==> src/rtl/hack_cpu_mc.sv <==
// rtl/hack_cpu_mc.sv - multi-cycle Hack-ISA CPU core with ready/valid memory ports
//
// Purpose:
//   Executes Hack instructions over several cycles (FETCH, EXEC, MEM_RD,
//   MEM_WR, WB) so slow instruction ROM and data RAM/MMIO can stall the core
//   through instr_valid and mem_ready instead of needing single-cycle memory.
//
// Parameters:
//   DATA_W   width of A, D, ALU and data bus (>= 16)
//   ADDR_W   width of pc_ and addressM (<= DATA_W, low bits of A)
//   RESET_PC PC value loaded on reset
//
// Ports:
//   clock        sole clock, rising edge
//   reset        synchronous, active-high; aborts any instruction in flight
//   instruction  instruction word from ROM, sampled only in FETCH
//   instr_valid  instruction is valid for pc_
//   pc_          instruction fetch address
//   instr_req    fetch request
//   inM          read data, sampled only in MEM_RD
//   mem_ready    read data valid / write accepted
//   readM        data read request (registered)
//   writeM       data write request (registered)
//   addressM     data address, low ADDR_W bits of A
//   outM         write data, registered ALU result
//   instret      retired-instruction counter (only with HACK_CPU_PERF_EN)
//
// Build option:
//   HACK_CPU_PERF_EN  adds the 32-bit instret output and its counter.

module hack_cpu_mc #(
   parameter int          DATA_W   = 16,
   parameter int          ADDR_W   = 15,
   parameter int unsigned RESET_PC = 0
) (
   input  logic              clock,
   input  logic              reset,
   input  logic [15:0]       instruction,
   input  logic              instr_valid,
   output logic [ADDR_W-1:0] pc_,
   output logic              instr_req,
   input  logic [DATA_W-1:0] inM,
   input  logic              mem_ready,
   output logic              readM,
   output logic              writeM,
   output logic [ADDR_W-1:0] addressM,
   output logic [DATA_W-1:0] outM
`ifdef HACK_CPU_PERF_EN
   ,
   output logic [31:0]       instret
`else
`endif
);

   typedef enum logic [2:0] {
      S_FETCH  = 3'd0,
      S_EXEC   = 3'd1,
      S_MEM_RD = 3'd2,
      S_MEM_WR = 3'd3,
      S_WB     = 3'd4
   } state_t;

   state_t              state_q;
   state_t              state_d;

   logic [ADDR_W-1:0]   pc_q;
   logic [DATA_W-1:0]   a_q;
   logic [DATA_W-1:0]   d_q;
   logic [15:0]         ir_q;
   logic [DATA_W-1:0]   res_q;
   logic                instr_q;
   logic                read_q;
   logic                write_q;

   // instruction field decode
   logic                is_c;
   logic                use_m;
   logic                dest_a;
   logic                dest_d;
   logic                dest_m;
   logic [DATA_W-1:0]   a_imm;
   logic [ADDR_W-1:0]   pc_inc;

   // ALU datapath
   logic [DATA_W-1:0]   alu_x0;
   logic [DATA_W-1:0]   alu_x1;
   logic [DATA_W-1:0]   alu_y_src;
   logic [DATA_W-1:0]   alu_y0;
   logic [DATA_W-1:0]   alu_y1;
   logic [DATA_W-1:0]   alu_f;
   logic [DATA_W-1:0]   alu_out;

   // flags are taken from the registered result so WB decides the jump
   // from exactly the value that was (or will be) written
   logic                res_zr;
   logic                res_ng;
   logic                jump;

   logic                fetch_fire;
   logic                retire;

   assign is_c   = ir_q[15];
   assign use_m  = ir_q[12];
   assign dest_a = ir_q[5];
   assign dest_d = ir_q[4];
   assign dest_m = ir_q[3];
   assign a_imm  = DATA_W'(ir_q[14:0]);
   assign pc_inc = pc_q + ADDR_W'(1);

   // instr_q is low for the first cycle after reset, so no instruction is
   // taken until the fetch request is actually visible on instr_req
   assign fetch_fire = (state_q == S_FETCH) && instr_q && instr_valid;

   assign res_zr = (res_q == '0);
   assign res_ng = res_q[DATA_W-1];
   assign jump   = (ir_q[2] & res_ng) |
                   (ir_q[1] & res_zr) |
                   (ir_q[0] & ~res_ng & ~res_zr);

   always_comb begin
      alu_x0    = d_q;
      alu_x1    = d_q;
      alu_y_src = a_q;
      alu_y0    = a_q;
      alu_y1    = a_q;
      alu_f     = '0;
      alu_out   = '0;

      // the y operand is the memory word only while the read is in progress
      if (state_q == S_MEM_RD) begin
         alu_y_src = inM;
      end

      alu_x0  = ir_q[11] ? '0 : d_q;
      alu_x1  = ir_q[10] ? ~alu_x0 : alu_x0;
      alu_y0  = ir_q[9]  ? '0 : alu_y_src;
      alu_y1  = ir_q[8]  ? ~alu_y0 : alu_y0;
      alu_f   = ir_q[7]  ? (alu_x1 + alu_y1) : (alu_x1 & alu_y1);
      alu_out = ir_q[6]  ? ~alu_f : alu_f;
   end

   always_comb begin
      state_d = state_q;
      unique case (state_q)
         S_FETCH: begin
            if (fetch_fire) begin
               state_d = S_EXEC;
            end
         end
         S_EXEC: begin
            if (!is_c) begin
               state_d = S_FETCH;
            end else if (use_m) begin
               state_d = S_MEM_RD;
            end else if (dest_m) begin
               state_d = S_MEM_WR;
            end else begin
               state_d = S_WB;
            end
         end
         S_MEM_RD: begin
            if (mem_ready) begin
               state_d = dest_m ? S_MEM_WR : S_WB;
            end
         end
         S_MEM_WR: begin
            if (mem_ready) begin
               state_d = S_WB;
            end
         end
         S_WB: begin
            state_d = S_FETCH;
         end
         default: begin
            state_d = S_FETCH;
         end
      endcase
   end

   assign retire = ((state_q == S_EXEC) && !is_c) || (state_q == S_WB);

   always_ff @(posedge clock) begin
      if (reset) begin
         state_q <= S_FETCH;
         pc_q    <= ADDR_W'(RESET_PC);
         a_q     <= '0;
         d_q     <= '0;
         ir_q    <= '0;
         res_q   <= '0;
         instr_q <= 1'b0;
         read_q  <= 1'b0;
         write_q <= 1'b0;
      end else begin
         state_q <= state_d;

         // handshake strobes are registered copies of the next state so they
         // never glitch and readM/writeM can never overlap
         instr_q <= (state_d == S_FETCH);
         read_q  <= (state_d == S_MEM_RD);
         write_q <= (state_d == S_MEM_WR);

         unique case (state_q)
            S_FETCH: begin
               if (fetch_fire) begin
                  ir_q <= instruction;
               end
            end
            S_EXEC: begin
               if (!is_c) begin
                  a_q  <= a_imm;
                  pc_q <= pc_inc;
               end else if (!use_m) begin
                  res_q <= alu_out;
               end
            end
            S_MEM_RD: begin
               if (mem_ready) begin
                  res_q <= alu_out;
               end
            end
            S_MEM_WR: begin
            end
            S_WB: begin
               // a_q on the right-hand side is still the pre-instruction A,
               // which is what the jump target must use
               if (dest_a) begin
                  a_q <= res_q;
               end
               if (dest_d) begin
                  d_q <= res_q;
               end
               pc_q <= jump ? a_q[ADDR_W-1:0] : pc_inc;
            end
            default: begin
            end
         endcase
      end
   end

`ifdef HACK_CPU_PERF_EN
   logic [31:0] instret_q;

   always_ff @(posedge clock) begin
      if (reset) begin
         instret_q <= '0;
      end else if (retire) begin
         instret_q <= instret_q + 32'd1;
      end
   end

   assign instret = instret_q;
`else
   logic unused_retire;
   assign unused_retire = retire;
`endif

   assign pc_       = pc_q;
   assign instr_req = instr_q;
   assign readM     = read_q;
   assign writeM    = write_q;
   assign addressM  = a_q[ADDR_W-1:0];
   assign outM      = res_q;

endmodule

==> config.mk <==
export PLATFORM = sky130hd
export DESIGN_NAME = hack_cpu_mc
export DESIGN_NICKNAME = d
export VERILOG_FILES = /design/src/rtl/hack_cpu_mc.sv
export SDC_FILE = /design/constraint.sdc
export NUM_CORES = 1
export LEC_CHECK = 0
export BUFFER_PORTS_ARGS = -buffer_cell sky130_fd_sc_hd__buf_4
export CORE_ASPECT_RATIO = 1.5
export CORE_MARGIN = 5
export CORE_UTILIZATION = 50
export CTS_CLUSTER_DIAMETER = 30
export DETAILED_ROUTE_END_ITERATION = 16
export PLACE_DENSITY_LB_ADDON = 0.1
export SLEW_MARGIN = 20
export SYNTH_ARGS = -nofsm -noshare
export SYNTH_HDL_FRONTEND = slang
export SYNTH_SLANG_ARGS = --single-unit
==> constraint.sdc <==
create_clock -name clock -period 6.8 [get_ports clock]
set_clock_uncertainty 0.15 [all_clocks]
set_input_delay 0.34 -clock clock [delete_from_list [all_inputs] [get_ports clock]]
set_output_delay 0.34 -clock clock [all_outputs]
set_load 0.03 [all_outputs]
==> key figures, run 1 <==
Synth
  – Main combinational cell family by area after synthesis: simple AND/OR/NAND/NOR gates
  – Mux cell area share after synthesis: 0.0516
  – Synth Area in Simple Gates: 0.247
  – Sequential fraction of the synthesis area: 0.312
  – Post-Synthesis Mean Instance Area: 7.61 µm²
  – Post-Syn Instances: 717
  – Count of cell types in the netlist: 63
  – Post-synthesis adder-cell area fraction: 0.0426
  – Synth Register Bits: 85
  – Post-synthesis compound-gate area fraction: 0.204
  – Mapped Nets: 771
  – Post-synthesis xor/xnor area fraction: 0.0754
  – Mapped cell area: 5460 µm²
  – Asr flop ratio synth: 0
  – EDFF count, synth: 0
  – Count of warnings emitted by yosys: 0
  – Top_reg_cell synth: dfxtp_1

Clocking
  – CTS buffer count: 9
  – H-tree depth: 3
  – Maximum root-to-sink buffer count: 2
  – Hold_buf cts: 0
  – Worst-path clk slew: 0.06 ns
  – CTS tree: yes
  – CTS Root Cell: clkbuf_16
  – Clk_lat worst skew: 0.34 ns
  – CTS-repair resized insts: 0
  – Sinks on Clock Net: 85
  – Post-CTS setup buffer count: 0

Pwr
  – VDD IR max: 112 µV
  – Design Power: 1.22 mW
  – Leakage power: 2.31 nW
  – Power Dens Cells: 194 nW/µm²

Floorplanning
  – Site Rows: 46
  – Die area: 13200 µm²
  – Core area: 10600 µm²
  – Starting Density: 0.513
  – Ports: 85
  – Die boundary height: 138 µm
  – Die X: 95.3 µm

Place
  – Port bufs: 84
  – Dpl hpwl: 11600 µm
  – GPL Wtd Cong: 0.918
  – Placed inst area: 5970 µm²

Min path
  – Worst min-delay path class: in2reg
  – Hold Path Depth: 3
  – Hold endpoint: ir_q[8]
  – HP Start: instruction[8]

Timing
  – Max_slew headroom: 0.304
  – Final Cycle Share: 0.587
  – Fin crit period: 3.99 ns
  – Hold Vio Cnt, Final: 0
  – WHS: 0.0928 ns
  – Slew Viols, Final: 0
  – TNS Setup: 0 ns
  – Slew @ Worst Pin: 1.04 ns
  – Final setup viols: 0
  – RSZ-0062 raised after global routing: no
  – FMAX: 250 MHz

Routing
  – Routed Antenna Nets: 0
  – Vias per cell: 5.80
  – Initial DRC Count: 274
  – WL per Instance: 17.7 µm
  – Drc violations: 0
  – Final WL: 15900 µm
  – Drt first pass iters: 5
  – Vias: 5209

Worst setup path
  – Startpoint Class: flip-flop
  – Crit-path max FO: 16
  – Worst setup path class: reg2reg
  – Crit path buf inv count: 0
  – Reg2Reg Launch Point: state_q[1]
  – FF-to-FF path depth: 13
  – CP arrival: 4.09 ns
  – Critical path, cell by cell: nand2_1, nand2_1, a21oi_1, xor2_1, ha_1, fa_1, a21oi_1, o211ai_1, a21boi_1, xnor2_1, mux2_2, xnor2_1, a211oi_1
  – Crit-path max cell delay: 0.78 ns
  – R2r setup slk: 2.81 ns
  – Cell at the slowest stage of the critical path: dfxtp_1
  – Cell family with most CP delay: compound AO/OA/AOI/OAI gates
  – Crit path capture type: flip-flop
  – Worst Path Required: 6.90 ns
  – Reg2reg end: outM[8]

Global routing
  – GRT Total Usage: 0.247
  – Vias in the first global route: 4915
  – GR Overflow Total: 0
  – Largest net degree at the start of global routing: 89
  – Antenna violations before repair: 0
  – First-pass GRT wire length: 25300 µm

Flow run
  – Max-Cap Viols: 0

Final layout
  – Number of nets in the layout: 804
  – Diode count: 0
  – Area Overhead vs Synth: 15.3%
  – Layout cell share with drive strength beyond 1: 0.150
  – Final instance area: 6300 µm²

Outcome
  – Status: finished clean
## layout by cell type, fill, tap and decap left out, drive strengths merged, types with 17 or more instances in the layout
cell type    n
nand2      141
a21oi       90
buf         86
dfxtp       85
nor2        39
xnor2       29
mux2i       27
nand2b      22
o21ai       21
a211oi      20
xor2        18
nand3       17
ha          17
## report_power, final
part / total [mW] / leakage, nW / internal, mW / switching (mW)
registers: 0.532 / 0.688 / 0.509 / 0.0223
logic: 0.161 / 1.48 / 0.0674 / 0.0931
clock network: 0.527 / 0.145 / 0.321 / 0.206
## sequential cells by signal, indices dropped and copies added (netlist names)
register	count
ir_q	16
instr_req	1
readM	1
outM	16
a_q	16
pc_	15
d_q	16
state_q	3
writeM	1
## worst max path at each step
stage,startpoint,end,slack (ns),depth (start not counted)
after floorplan,state_q[2],outM[8],3.54,16
after CTS,state_q[1],outM[8],2.92,13
after detailed placement,state_q[1],outM[8],2.96,13
after global placement,state_q[1],outM[8],3.05,13
final,state_q[1],outM[8],2.81,13
after global routing,state_q[1],outM[8],2.48,13
## stage by stage
stage / util / setup slack (ns) / instances
3_3_place_gp: 0.561 / 3.05 / 883
3_5_place_dp: 0.561 / 2.96 / 883
5_1_grt: 0.591 / 2.48 / 898
4_1_cts: 0.590 / 2.92 / 898
2_1_floorplan: - / 3.54 / 717
6_report: 0.591 / 2.81 / 898
## synth_stat cells (all sizes together), types with 2 or more instances
cell type | count | area [µm²]
a211o | 2 | 17.5
a211oi | 20 | 150
a21boi | 2 | 15.0
a21o | 9 | 67.6
a21oi | 90 | 454
a221oi | 2 | 17.5
a22oi | 2 | 15.0
a31oi | 6 | 37.5
a32oi | 2 | 17.5
and2 | 4 | 25.0
and3 | 3 | 18.8
buf | 29 | 193
clkbuf | 35 | 131
dfxtp | 85 | 1700
ha | 17 | 213
inv | 12 | 45.0
mux2i | 27 | 270
nand2 | 141 | 529
nand2b | 22 | 145
nand3 | 17 | 85.1
nand3b | 13 | 97.6
nand4 | 6 | 37.5
nor2 | 39 | 163
nor2b | 6 | 37.5
nor3 | 14 | 86.3
nor3b | 3 | 27.5
nor4 | 7 | 43.8
o211ai | 6 | 45.0
o21ai | 21 | 105
o311ai | 2 | 17.5
o32ai | 4 | 35.0
o41a | 2 | 22.5
or3 | 3 | 18.8
or4 | 2 | 15.0
xnor2 | 29 | 254
xor2 | 18 | 158
## layer usage
metal | vias to the layer above | global-route usage | part of all wire
met4 | 0 | 0.110 | 0.032
met3 | 37 | 0.0304 | 0.052
met1 | 2473 | 0.296 | 0.40
met2 | 144 | 0.437 | 0.51
li1 | 2555 | - | -
met5 | - | 0 | 0
## final cells by class
class,count,area (µm²)
clock buffers,10,229
clock inverters,5,83.8
fillers,992,4350
inverters,12,45.0
multi-input cells,556,3410
flip-flops and latches,85,1700
well taps,144,180
repair buffers,86,646
## logic make-up after synthesis
family | count (synthesis)
compound gates | 181
xor+xnor | 47
fa+ha+maj | 18
buf+inv | 76
flops | 85
mux | 28
simple gates | 282
## worst reg2reg max path: stages (launching register included)
cell and delay (ns):
dfxtp_1 0.78, nand2_1 0.54, nand2_1 0.20, a21oi_1 0.09
xor2_1 0.18, ha_1 0.27, fa_1 0.43, a21oi_1 0.19
o211ai_1 0.17, a21boi_1 0.20, xnor2_1 0.08, mux2_2 0.28
xnor2_1 0.12, a211oi_1 0.23
No activity file was read; power rests on OpenSTA's default activity.
==> run 2, diff against run 1 <==
Clock period 6.8 ns to 3.87 ns, I/O delays scaled along.
==> key figures, run 2 (synthesized netlist as in run 1, its figures left out) <==
Outcome
  – Status: finished clean

Final layout
  – Layout cell share with drive strength beyond 1: 0.160 (+0.0104)
  – Diode count: 0 (unchanged)
  – Most frequent cells in the layout: nand2_1 (141), buf_4 (95), a21oi_1 (88), dfxtp_1 (84), nor2_1 (37)
  – Commonest non-fill, non-tap cell in the layout: nand2_1
  – Area Overhead vs Synth: 19.0%
  – Core Util, Final: 0.610 (+0.0190)
  – Post-route insts no fill: 924 (+2.9%)
  – Number of nets in the layout: 829 (+3.1%)

Routing
  – Vias per cell: 5.73 (-1.2%)
  – Vias: 5294 (+1.6%)
  – WL per Instance: 18.7 µm (+5.2%)
  – Drt first pass iters: 4 (-1)
  – Drc violations: 0 (unchanged)
  – Routed Antenna Nets: 0 (unchanged)
  – Final WL: 17200 µm (+8.2%)
  – Initial DRC Count: 296 (+8.0%)

Global routing
  – First-pass GRT wire length: 27300 µm (+7.9%)
  – Vias in the first global route: 5148 (+4.7%)
  – Antenna violations before repair: 0 (unchanged)
  – GRT Total Usage: 0.269 (+0.0219)
  – Largest net degree at the start of global routing: 62 (-30%)
  – GR Overflow Total: 0 (unchanged)

Clocking
  – CTS tree: yes
  – CTS buffer count: 9 (unchanged)
  – H-tree depth: 3 (unchanged)
  – Maximum root-to-sink buffer count: 2 (unchanged)
  – CTS Root Cell: clkbuf_16
  – Post-CTS setup buffer count: 0 (unchanged)
  – Worst-path clk slew: 0.08 ns (+0.02 ns)
  – Sinks on Clock Net: 85 (unchanged)
  – Clk_lat worst skew: 0.35 ns (about the same)

Timing
  – Final setup viols: 0 (unchanged)
  – Slew Viols, Final: 0 (unchanged)
  – FMAX: 279 MHz (+11%)
  – RSZ-0062 raised after global routing: no
  – Slew @ Worst Pin: 0.936 ns (-0.106 ns)
  – TNS Setup: 0 ns (unchanged)
  – Max_slew headroom: 0.373 (+0.0695)
  – Final Cycle Share: 0.926 (+0.339)
  – Hold Vio Cnt, Final: 0 (unchanged)
  – Fin crit period: 3.58 ns (-0.407 ns)

Worst setup path
  – Startpoint Class: flip-flop
  – FF-to-FF path depth: 15 (+2)
  – Reg2reg end: outM[12]
  – Worst setup path class: reg2reg
  – Crit-path max FO: 16 (unchanged)
  – Reg2Reg Launch Point: state_q[0]
  – Worst Path Required: 3.96 ns (-2.94 ns)
  – R2r setup slk: 0.29 ns (-2.52 ns)
  – Crit path capture type: flip-flop
  – CP arrival: 3.67 ns (-0.42 ns)

Min path
  – Hold Path Depth: 3 (unchanged)
  – Hold endpoint: state_q[2]
  – HP Start: mem_ready
  – Worst min-delay path class: in2reg

Pwr
  – Power Dens Cells: 322 nW/µm² (+66%)
  – Design Power: 2.09 mW (+72%)
  – Leakage power: 2.43 nW (+4.9%)
  – VDD IR max: 223 µV (+99%)

Floorplanning
  – Core area: 10600 µm² (unchanged)
  – Site Rows: 46 (unchanged)
  – Die X: 95.3 µm (unchanged)
  – Ports: 85 (unchanged)
  – Die boundary height: 138 µm (unchanged)
  – Die area: 13200 µm² (unchanged)
  – Starting Density: 0.513 (unchanged)

Place
  – Port bufs: 84 (unchanged)
  – Placed insts: 892 (+1.0%)
  – Dpl hpwl: 12800 µm (+9.8%)
  – GPL Wtd Cong: 0.909 (-0.94%)

Flow run
  – Max-Cap Viols: 0 (unchanged)
-- run 2: metal layers --
metal	track usage	part of all wire	vias up
met3	0.0364	0.046	27
li1	-	-	2604
met1	0.320	0.40	2519
met4	0.113	0.032	0
met5	0	0	-
met2	0.479	0.52	144
-- run 2: worst max-delay path: stages, from the launching register on --
cell and delay [ns]:
dfxtp_1 0.40, nor2_2 0.16, and2_1 0.14, buf_4 0.20, nand2_1 0.08, a21oi_1 0.19, xor2_1 0.18, ha_1 0.23
fa_1 0.26, a21oi_1 0.10, o211ai_1 0.36, nand4_1 0.23, and3_1 0.25, o31ai_1 0.25, mux2i_1 0.23, nand2_1 0.06
-- run 2: layout make-up --
class	count	area [µm²]
Multi-Input combinational cell	556	3410
Sequential cell	85	1700
Inverter	12	45.0
Clock buffer	10	229
Clock inverter	6	62.6
Timing Repair Buffer	111	873
Tap cell	144	180
Fill cell	988	4150
-- run 2: worst max path at each step --
stage,start,to,slack (ns),cells past startpoint
after floorplan,state_q[2],outM[8],0.61,16
after global placement,state_q[2],outM[13],0.38,14
after CTS,state_q[2],outM[12],0.25,15
final,state_q[0],outM[12],0.29,15
after detailed placement,state_q[2],outM[12],0.29,15
after global routing,state_q[0],outM[12],0.05,15
-- run 2: timing repair --
item,CTS,global route
hold buffers,16,0
gates resized for setup,0,2
endpoints found under the setup margin,0,2
hold endpoints to repair,16,0
-- run 2: where the power goes --
part / internal, mW / switching (mW)
combinational: 0.132 / 0.178
clock: 0.455 / 0.402
sequential: 0.894 / 0.0324
total: 1.48 / 0.612
-- run 2: stage by stage --
step / setup WS, ns / area, µm² / hold WS (ns)
floorplan: 0.614 / 5460 / 0.179
global placement: 0.383 / 6040 / 0.290
detailed placement: 0.287 / 6040 / 0.299
CTS: 0.248 / 6490 / 0.0403
global route: 0.0516 / 6500 / 0.0958
finish: 0.285 / 6500 / 0.0770
